===== config.mk =====
export PLATFORM = sky130hd
export DESIGN_NAME = decode_ctrl_pipe
export DESIGN_NICKNAME = d
export VERILOG_FILES = /design/src/rtl/decode_ctrl_pkg.sv /design/src/rtl/decode_ctrl_pipe_opcode_decode.sv /design/src/rtl/decode_ctrl_pipe.sv
export SDC_FILE = /design/constraint.sdc
export NUM_CORES = 1
export LEC_CHECK = 0
export ABC_CLOCK_PERIOD_IN_PS = 4000
export CORE_ASPECT_RATIO = 1.75
export CORE_UTILIZATION = 51
export DETAILED_ROUTE_END_ITERATION = 8
export MAX_ROUTING_LAYER = met4
export PLACE_DENSITY = 0.83
export SYNTH_ARGS = -nofsm -noshare
export SYNTH_HDL_FRONTEND = slang
export SYNTH_SLANG_ARGS = --single-unit

===== constraint.sdc =====
create_clock -name clk -period 4 [get_ports clk]
set_clock_uncertainty 0.05 [all_clocks]
set_input_delay 0.4 -clock clk [delete_from_list [all_inputs] [get_ports clk]]
set_output_delay 0.4 -clock clk [all_outputs]
set_load 0.005 [all_outputs]

===== src/rtl/decode_ctrl_pkg.sv =====
// Shared opcode/ALU constants, FSM state type and the control word
// handed from the decoder to the execute stage.
package decode_ctrl_pkg;

    localparam int ALUOP_W = 3;

    localparam logic [3:0] OP_ADD       = 4'h0;
    localparam logic [3:0] OP_ADDI      = 4'h1;
    localparam logic [3:0] OP_SUB       = 4'h2;
    localparam logic [3:0] OP_SUBI      = 4'h3;
    localparam logic [3:0] OP_AND       = 4'h4;
    localparam logic [3:0] OP_ANDI      = 4'h5;
    localparam logic [3:0] OP_OR        = 4'h6;
    localparam logic [3:0] OP_ORI       = 4'h7;
    localparam logic [3:0] OP_MOV       = 4'h8;
    localparam logic [3:0] OP_BRANZ     = 4'h9;
    localparam logic [3:0] OP_BRAZ      = 4'hA;
    localparam logic [3:0] OP_BRAUNCOND = 4'hB;

    localparam logic [ALUOP_W-1:0] ALU_ADD = 3'd0;
    localparam logic [ALUOP_W-1:0] ALU_SUB = 3'd1;
    localparam logic [ALUOP_W-1:0] ALU_AND = 3'd2;
    localparam logic [ALUOP_W-1:0] ALU_OR  = 3'd3;
    localparam logic [ALUOP_W-1:0] ALU_MOV = 3'd4;

    typedef enum logic [1:0] {
        ST_RUN,
        ST_WAIT_FLAG,
        ST_SQUASH
    } state_t;

    typedef enum logic [1:0] {
        BR_NONE,
        BR_UNCOND,
        BR_ZERO,
        BR_NONZERO
    } br_kind_t;

    typedef struct packed {
        logic [ALUOP_W-1:0] aluop;
        logic               writeenable;
        logic               muximm;
        logic               mov_select;
    } ctrl_word_t;

endpackage


===== src/rtl/decode_ctrl_pipe_opcode_decode.sv =====
// Purely combinational opcode classifier: control word for ALU ops,
// branch kind for branches, illegal flag for everything else.
module opcode_decode
    import decode_ctrl_pkg::*;
#(
    parameter int OPW = 4
) (
    input  logic [OPW-1:0] opcode,
    output ctrl_word_t     ctrl,
    output logic           is_branch,
    output br_kind_t       br_kind,
    output logic           illegal
);

    logic [3:0] low;
    logic       upper_set;

    assign low       = opcode[3:0];
    assign upper_set = (opcode >> 4) != '0;

    // NOTE: every output gets a default first so no path through the case infers a latch.
    always_comb begin
        ctrl      = '0;
        is_branch = 1'b0;
        br_kind   = BR_NONE;
        illegal   = 1'b0;
        if (upper_set) begin
            illegal = 1'b1;
        end else begin
            case (low)
                OP_MOV: begin
                    ctrl.aluop       = ALU_MOV;
                    ctrl.writeenable = 1'b1;
                    ctrl.muximm      = 1'b1;
                    ctrl.mov_select  = 1'b1;
                end
                OP_BRANZ: begin
                    is_branch = 1'b1;
                    br_kind   = BR_NONZERO;
                end
                OP_BRAZ: begin
                    is_branch = 1'b1;
                    br_kind   = BR_ZERO;
                end
                OP_BRAUNCOND: begin
                    is_branch = 1'b1;
                    br_kind   = BR_UNCOND;
                end
                default: begin
                    // Arithmetic/logic pairs: bit 0 selects the immediate form.
                    if (low < OP_MOV) begin
                        ctrl.aluop       = low[3:1];
                        ctrl.writeenable = 1'b1;
                        ctrl.muximm      = low[0];
                    end else begin
                        illegal = 1'b1;
                    end
                end
            endcase
        end
    end

endmodule


===== src/rtl/decode_ctrl_pipe.sv =====
// Handshaked decode stage: registers the control word, resolves branches
// against the ALU zero flag and squashes wrong-path fetches afterwards.
module decode_ctrl_pipe
    import decode_ctrl_pkg::*;
#(
    parameter int OPW         = 4,
    parameter int ALUOPW      = 3,
    parameter int FLUSH_DEPTH = 2,
    parameter int CNTW        = 8
) (
    input  logic              clk,
    input  logic              rst_n,
    input  logic              in_valid,
    output logic              in_ready,
    input  logic [OPW-1:0]    opcode,
    input  logic              zero,
    input  logic              zero_valid,
    output logic              out_valid,
    input  logic              out_ready,
    output logic [ALUOPW-1:0] aluop,
    output logic              writeenable,
    output logic              muximm,
    output logic              mov_select,
    output logic              br_valid,
    output logic              br_taken,
    output logic              flush,
    output logic              illegal,
    output logic [CNTW-1:0]   stall_cnt
);

    localparam int SQW = $clog2(FLUSH_DEPTH + 1);
    localparam logic [SQW-1:0] SQ_LAST = SQW'(FLUSH_DEPTH - 1);

    state_t         state;
    logic [SQW-1:0] squash_cnt;
    ctrl_word_t     out_word;
    logic           pend_braz;

    ctrl_word_t     dec_ctrl;
    logic           dec_branch;
    br_kind_t       dec_kind;
    logic           dec_illegal;
    logic           accept;
    logic           wait_taken;

    opcode_decode #(.OPW(OPW)) u_decode (
        .opcode    (opcode),
        .ctrl      (dec_ctrl),
        .is_branch (dec_branch),
        .br_kind   (dec_kind),
        .illegal   (dec_illegal)
    );

    // br_valid in RUN only occurs in the resolve cycle of a not-taken branch,
    // where fetch is held off for one cycle before RUN resumes.
    assign in_ready   = ((state == ST_RUN) && !br_valid && (!out_valid || out_ready))
                      || (state == ST_SQUASH);
    assign accept     = in_valid && in_ready;
    assign wait_taken = pend_braz ? zero : !zero;

    // NOTE: state is updated with non-blocking assignments so every read sees the pre-edge value.
    always_ff @(posedge clk or negedge rst_n) begin
        if (!rst_n) begin
            state      <= ST_RUN;
            squash_cnt <= '0;
            out_word   <= '0;
            out_valid  <= 1'b0;
            pend_braz  <= 1'b0;
            br_valid   <= 1'b0;
            br_taken   <= 1'b0;
            flush      <= 1'b0;
            illegal    <= 1'b0;
            stall_cnt  <= '0;
        end else begin
            br_valid <= 1'b0;
            br_taken <= 1'b0;
            if (out_ready) begin
                out_valid <= 1'b0;
            end

            case (state)
                ST_RUN: begin
                    if (accept) begin
                        if (dec_illegal) begin
                            illegal <= 1'b1;
                        end else if (dec_branch) begin
                            if (dec_kind == BR_UNCOND) begin
                                br_valid   <= 1'b1;
                                br_taken   <= 1'b1;
                                flush      <= 1'b1;
                                squash_cnt <= '0;
                                state      <= ST_SQUASH;
                            end else begin
                                pend_braz <= (dec_kind == BR_ZERO);
                                state     <= ST_WAIT_FLAG;
                            end
                        end else begin
                            out_valid <= 1'b1;
                            out_word  <= dec_ctrl;
                        end
                    end
                end

                ST_WAIT_FLAG: begin
                    if (zero_valid) begin
                        br_valid <= 1'b1;
                        br_taken <= wait_taken;
                        if (wait_taken) begin
                            flush      <= 1'b1;
                            squash_cnt <= '0;
                            state      <= ST_SQUASH;
                        end else begin
                            state <= ST_RUN;
                        end
                    end else if (stall_cnt != '1) begin
                        stall_cnt <= stall_cnt + CNTW'(1);
                    end
                end

                ST_SQUASH: begin
                    if (squash_cnt == SQ_LAST) begin
                        flush <= 1'b0;
                        state <= ST_RUN;
                    end else begin
                        squash_cnt <= squash_cnt + SQW'(1);
                    end
                end

                default: state <= ST_RUN;
            endcase
        end
    end

    assign aluop       = ALUOPW'(out_word.aluop);
    assign writeenable = out_word.writeenable;
    assign muximm      = out_word.muximm;
    assign mov_select  = out_word.mov_select;

endmodule


==> results.md <==
* Status: finished clean
* Worst Hold Depth at 1
* Met2 usage at about 40%
* Area post-placement at 1470 sq um
* Die W at 38.1 um
* Post-synth top flop: dfrtp_1
* Clk pin slew, worst setup/hold paths at 130 ps
* Synth warn at 0
* Pre-CTS setup slack at 1820 ps
* Final Hold Violating Endpoints at 0
* Startpoint types: primary input
* Pleak at 0.640 nW
* Vias at 945
* TNS Setup at 0 ps
* DRC at 0
* Cell area after synthesis at 1160 sq um
* Post-synthesis sequential area ratio at around half
* Area leader, netlist: dfrtp_1
* Vias/cell at about 5.7
* Buffers on Ports at 29
* Cells on worst reg2reg path at 4
* CP Capture Type: output port
* Clock buffer count from CTS at 3
* Peak supply drop at 0.000316 V
* Boundary Pins at 30
* Initial antenna violation count at 0
* TritonCTS clock tree: done
* Row Count at 22
* Synth Instances at 113
* DRT iter0 DRCs at 31
* Max Cap Violations at 0
* Synth Area in Compound Gates at 14.1%
* Reg2reg start: state[0]$_DFFE_PN0P_
* Cts-stage hold buffer count at 0
* Antenna diodes at 0
* Die area at approximately 2500 sq um
* Critical path data arrival time at 1670 ps
* Power per cell area at 505 nW/um^2
* WHS Endpoint: writeenable$_DFFE_PN0P_
* Reg2reg setup slack at about 2100 ps
* Worst slew margin at 30.0%
* Period Utilization, post-route at a little over half
* Avg Synthesized Cell Area at 10.3 sq um
* Min Clock Period, post-route at 2120 ps
* Post-cts resize count at 0
* Combinational family with the most area after synthesis: simple AND/OR/NAND/NOR gates
* Starting Density at between 50% and 60%
* Final WL at 2420 um
* Synth area leaders: dfrtp_1 52%, xnor2_1 3.8%, a21oi_1 3.0%, nand2_1 2.9%, nor2_1 2.9%
* Setup repair after global routing missed its margin: no
* Crit Path Category: primary input to output port
* M1 GR Usage at 25.6%
* Worst Hold Class: flip-flop to flip-flop
* Root buf cell: clkbuf_4
* #FFs+latches synth at 24
* Grt total ovfl at 0
* Chip height at 65.2 um
* EDFF count, synth at 0
* XOR/XNOR Fraction of Synth Area at 4.51%
* Setup Viol. Count Final at 0
* Grt met3 use at 2.03%
* Avg WL per Cell at 14.5 um
* Non-Filler Instances at 167
* Grt peak-use layer: met2
* Fin nets at between 150 and 200
* Routability Congestion at about 0.83
* Largest net degree at the start of global routing at 25
* Core ar. at roughly 2100 sq um
* Synthesized net count at 125
* Yosys top cell area share at 51.6%
* GRT Total Usage at between 20% and 30%
* CP required at approximately 3600 ps
* CTS HTree Levels at 1
* Synth unique cells at 40
* Placed Instances at 163
* Worst Setup Slack, final at 1880 ps
* Final core occ at 71.2%
* Crit path max fanout at 5
* DP Wirelength at 1750 um
* Setup bufs post-CTS at 0
* Power Total at 0.762 mW
* Global-route wire length before repair at 4020 um
* Hold wc startpoint: writeenable$_DFFE_PN0P_
* Pre-Repair DR Iteration Count at 4
* Post-synthesis adder-cell area fraction at under 10%
* WHS at approximately 430 ps
* Max frequency at approximately 0.47 GHz
* Clk Latency, worst-skew pair at 330 ps
* Clk buf depth at 2
* Worst-margin pin slew at 1050 ps
* Growth of design area from synthesis to finish at 29.5%
* Sink Count at 24
* Vias in the first global route at 923
* Ys async rst share at 100%
* Post-synthesis simple-gate area fraction at 22.1%
* Ratio of cells with drive above 1 in the final layout at under 10%
* Fin. max-slew vios at 0
* Mux share of post-synthesis cell area at a little under 2%
* FF-to-FF End: stall_cnt[4]$_DFFE_PN0P_
* Antenna-violating nets left at 0
* Finished Cell Area at 1510 sq um
worst max-delay path, cell delays in order:
cell and delay, ps:
clkdlybuf4s50_1 470, nor2b_2 60, nor2_1 80, nor2_1 50, nor2_1 100, clkdlybuf4s50_1 510
Yosys cell counts (2+ instances only):
cell type	count
dfrtp_1	24
nand2_1	9
nor2_1	9
inv_1	8
a21oi_1	7
nand2b_1	5
xnor2_1	5
nand3_1	4
o21ai_0	4
a21o_1	2
a22o_1	2
clkbuf_1	2
ha_1	2
mux2_2	2
nor3_1	2
nor3b_1	2
power by group:
group          leakage, nW  total (mW)  internal [mW]  switching (mW)
sequential           0.303       0.357          0.299          0.0576
clock               0.0210       0.134         0.0558          0.0785
combinational        0.316       0.271          0.165           0.107
kinds of logic (layout without fill, tap and decap cells):
logic type                 Yosys count  after routing
adders and majority gates            2              2
xor gates and xnor gates             6              6
muxes                                2              2
DFF                                 24             24
buffers and inverters               11             41
and+or+nand+nor                     45             45
AOI/OAI and AO/OA                   23             23
layer usage:
metal  up-vias  share of wire [%]
met1       460                 40
li1        455                  -
met5         -                  0
met2        25                 53
met3         5                4.3
met4         0                2.5
layout by cell type (no fill, tap or decap), drive strengths merged:
master / n
clkdlybuf4s50: 29
dfrtp: 24
nor2: 9
nand2: 9
inv: 8
a21oi: 7
nand2b: 5
xnor2: 5
nand3: 4
o21ai: 4
clkbuf: 4
nor3: 2
a21o: 2
nor3b: 2
mux2: 2
a22o: 2
ha: 2
nor2b: 2
or3: 2
or4b: 2
nand4b: 1
or4: 1
and3: 1
nand4: 1
a41oi: 1
xor2: 1
or2: 1
a22oi: 1
o311ai: 1
or3b: 1
a311oi: 1
a32oi: 1
nand3b: 1
nor4: 1
a311o: 1
o21bai: 1
a2bb2oi: 1
worst max-delay path by stage:
stage	from	endpoint	slack, ps	cells past startpoint
after floorplan	out_valid$_DFF_PN0_	aluop[0]$_DFFE_PN0P_	2380	4
after global placement	out_ready	in_ready	1870	6
after detailed placement	opcode[3]	pend_braz$_DFFE_PN0P_	1820	5
after CTS	out_ready	in_ready	1870	6
after global routing	out_ready	in_ready	1820	6
final	out_ready	in_ready	1880	6
area by class of cell:
cell class	instances	area [sq um]
multi-input cells	78	522
fillers	166	611
repair buffers	29	290
flip-flops and latches	24	601
well taps	24	30.0
inverters	8	30.0
clock buffers	4	36.3
state kept, by name, indices dropped and copies added (netlist names), 2 cells and up:
register and cells:
aluop 3, squash_cnt 2, stall_cnt 8, state 2
No activity file was read; power rests on OpenSTA's default activity.
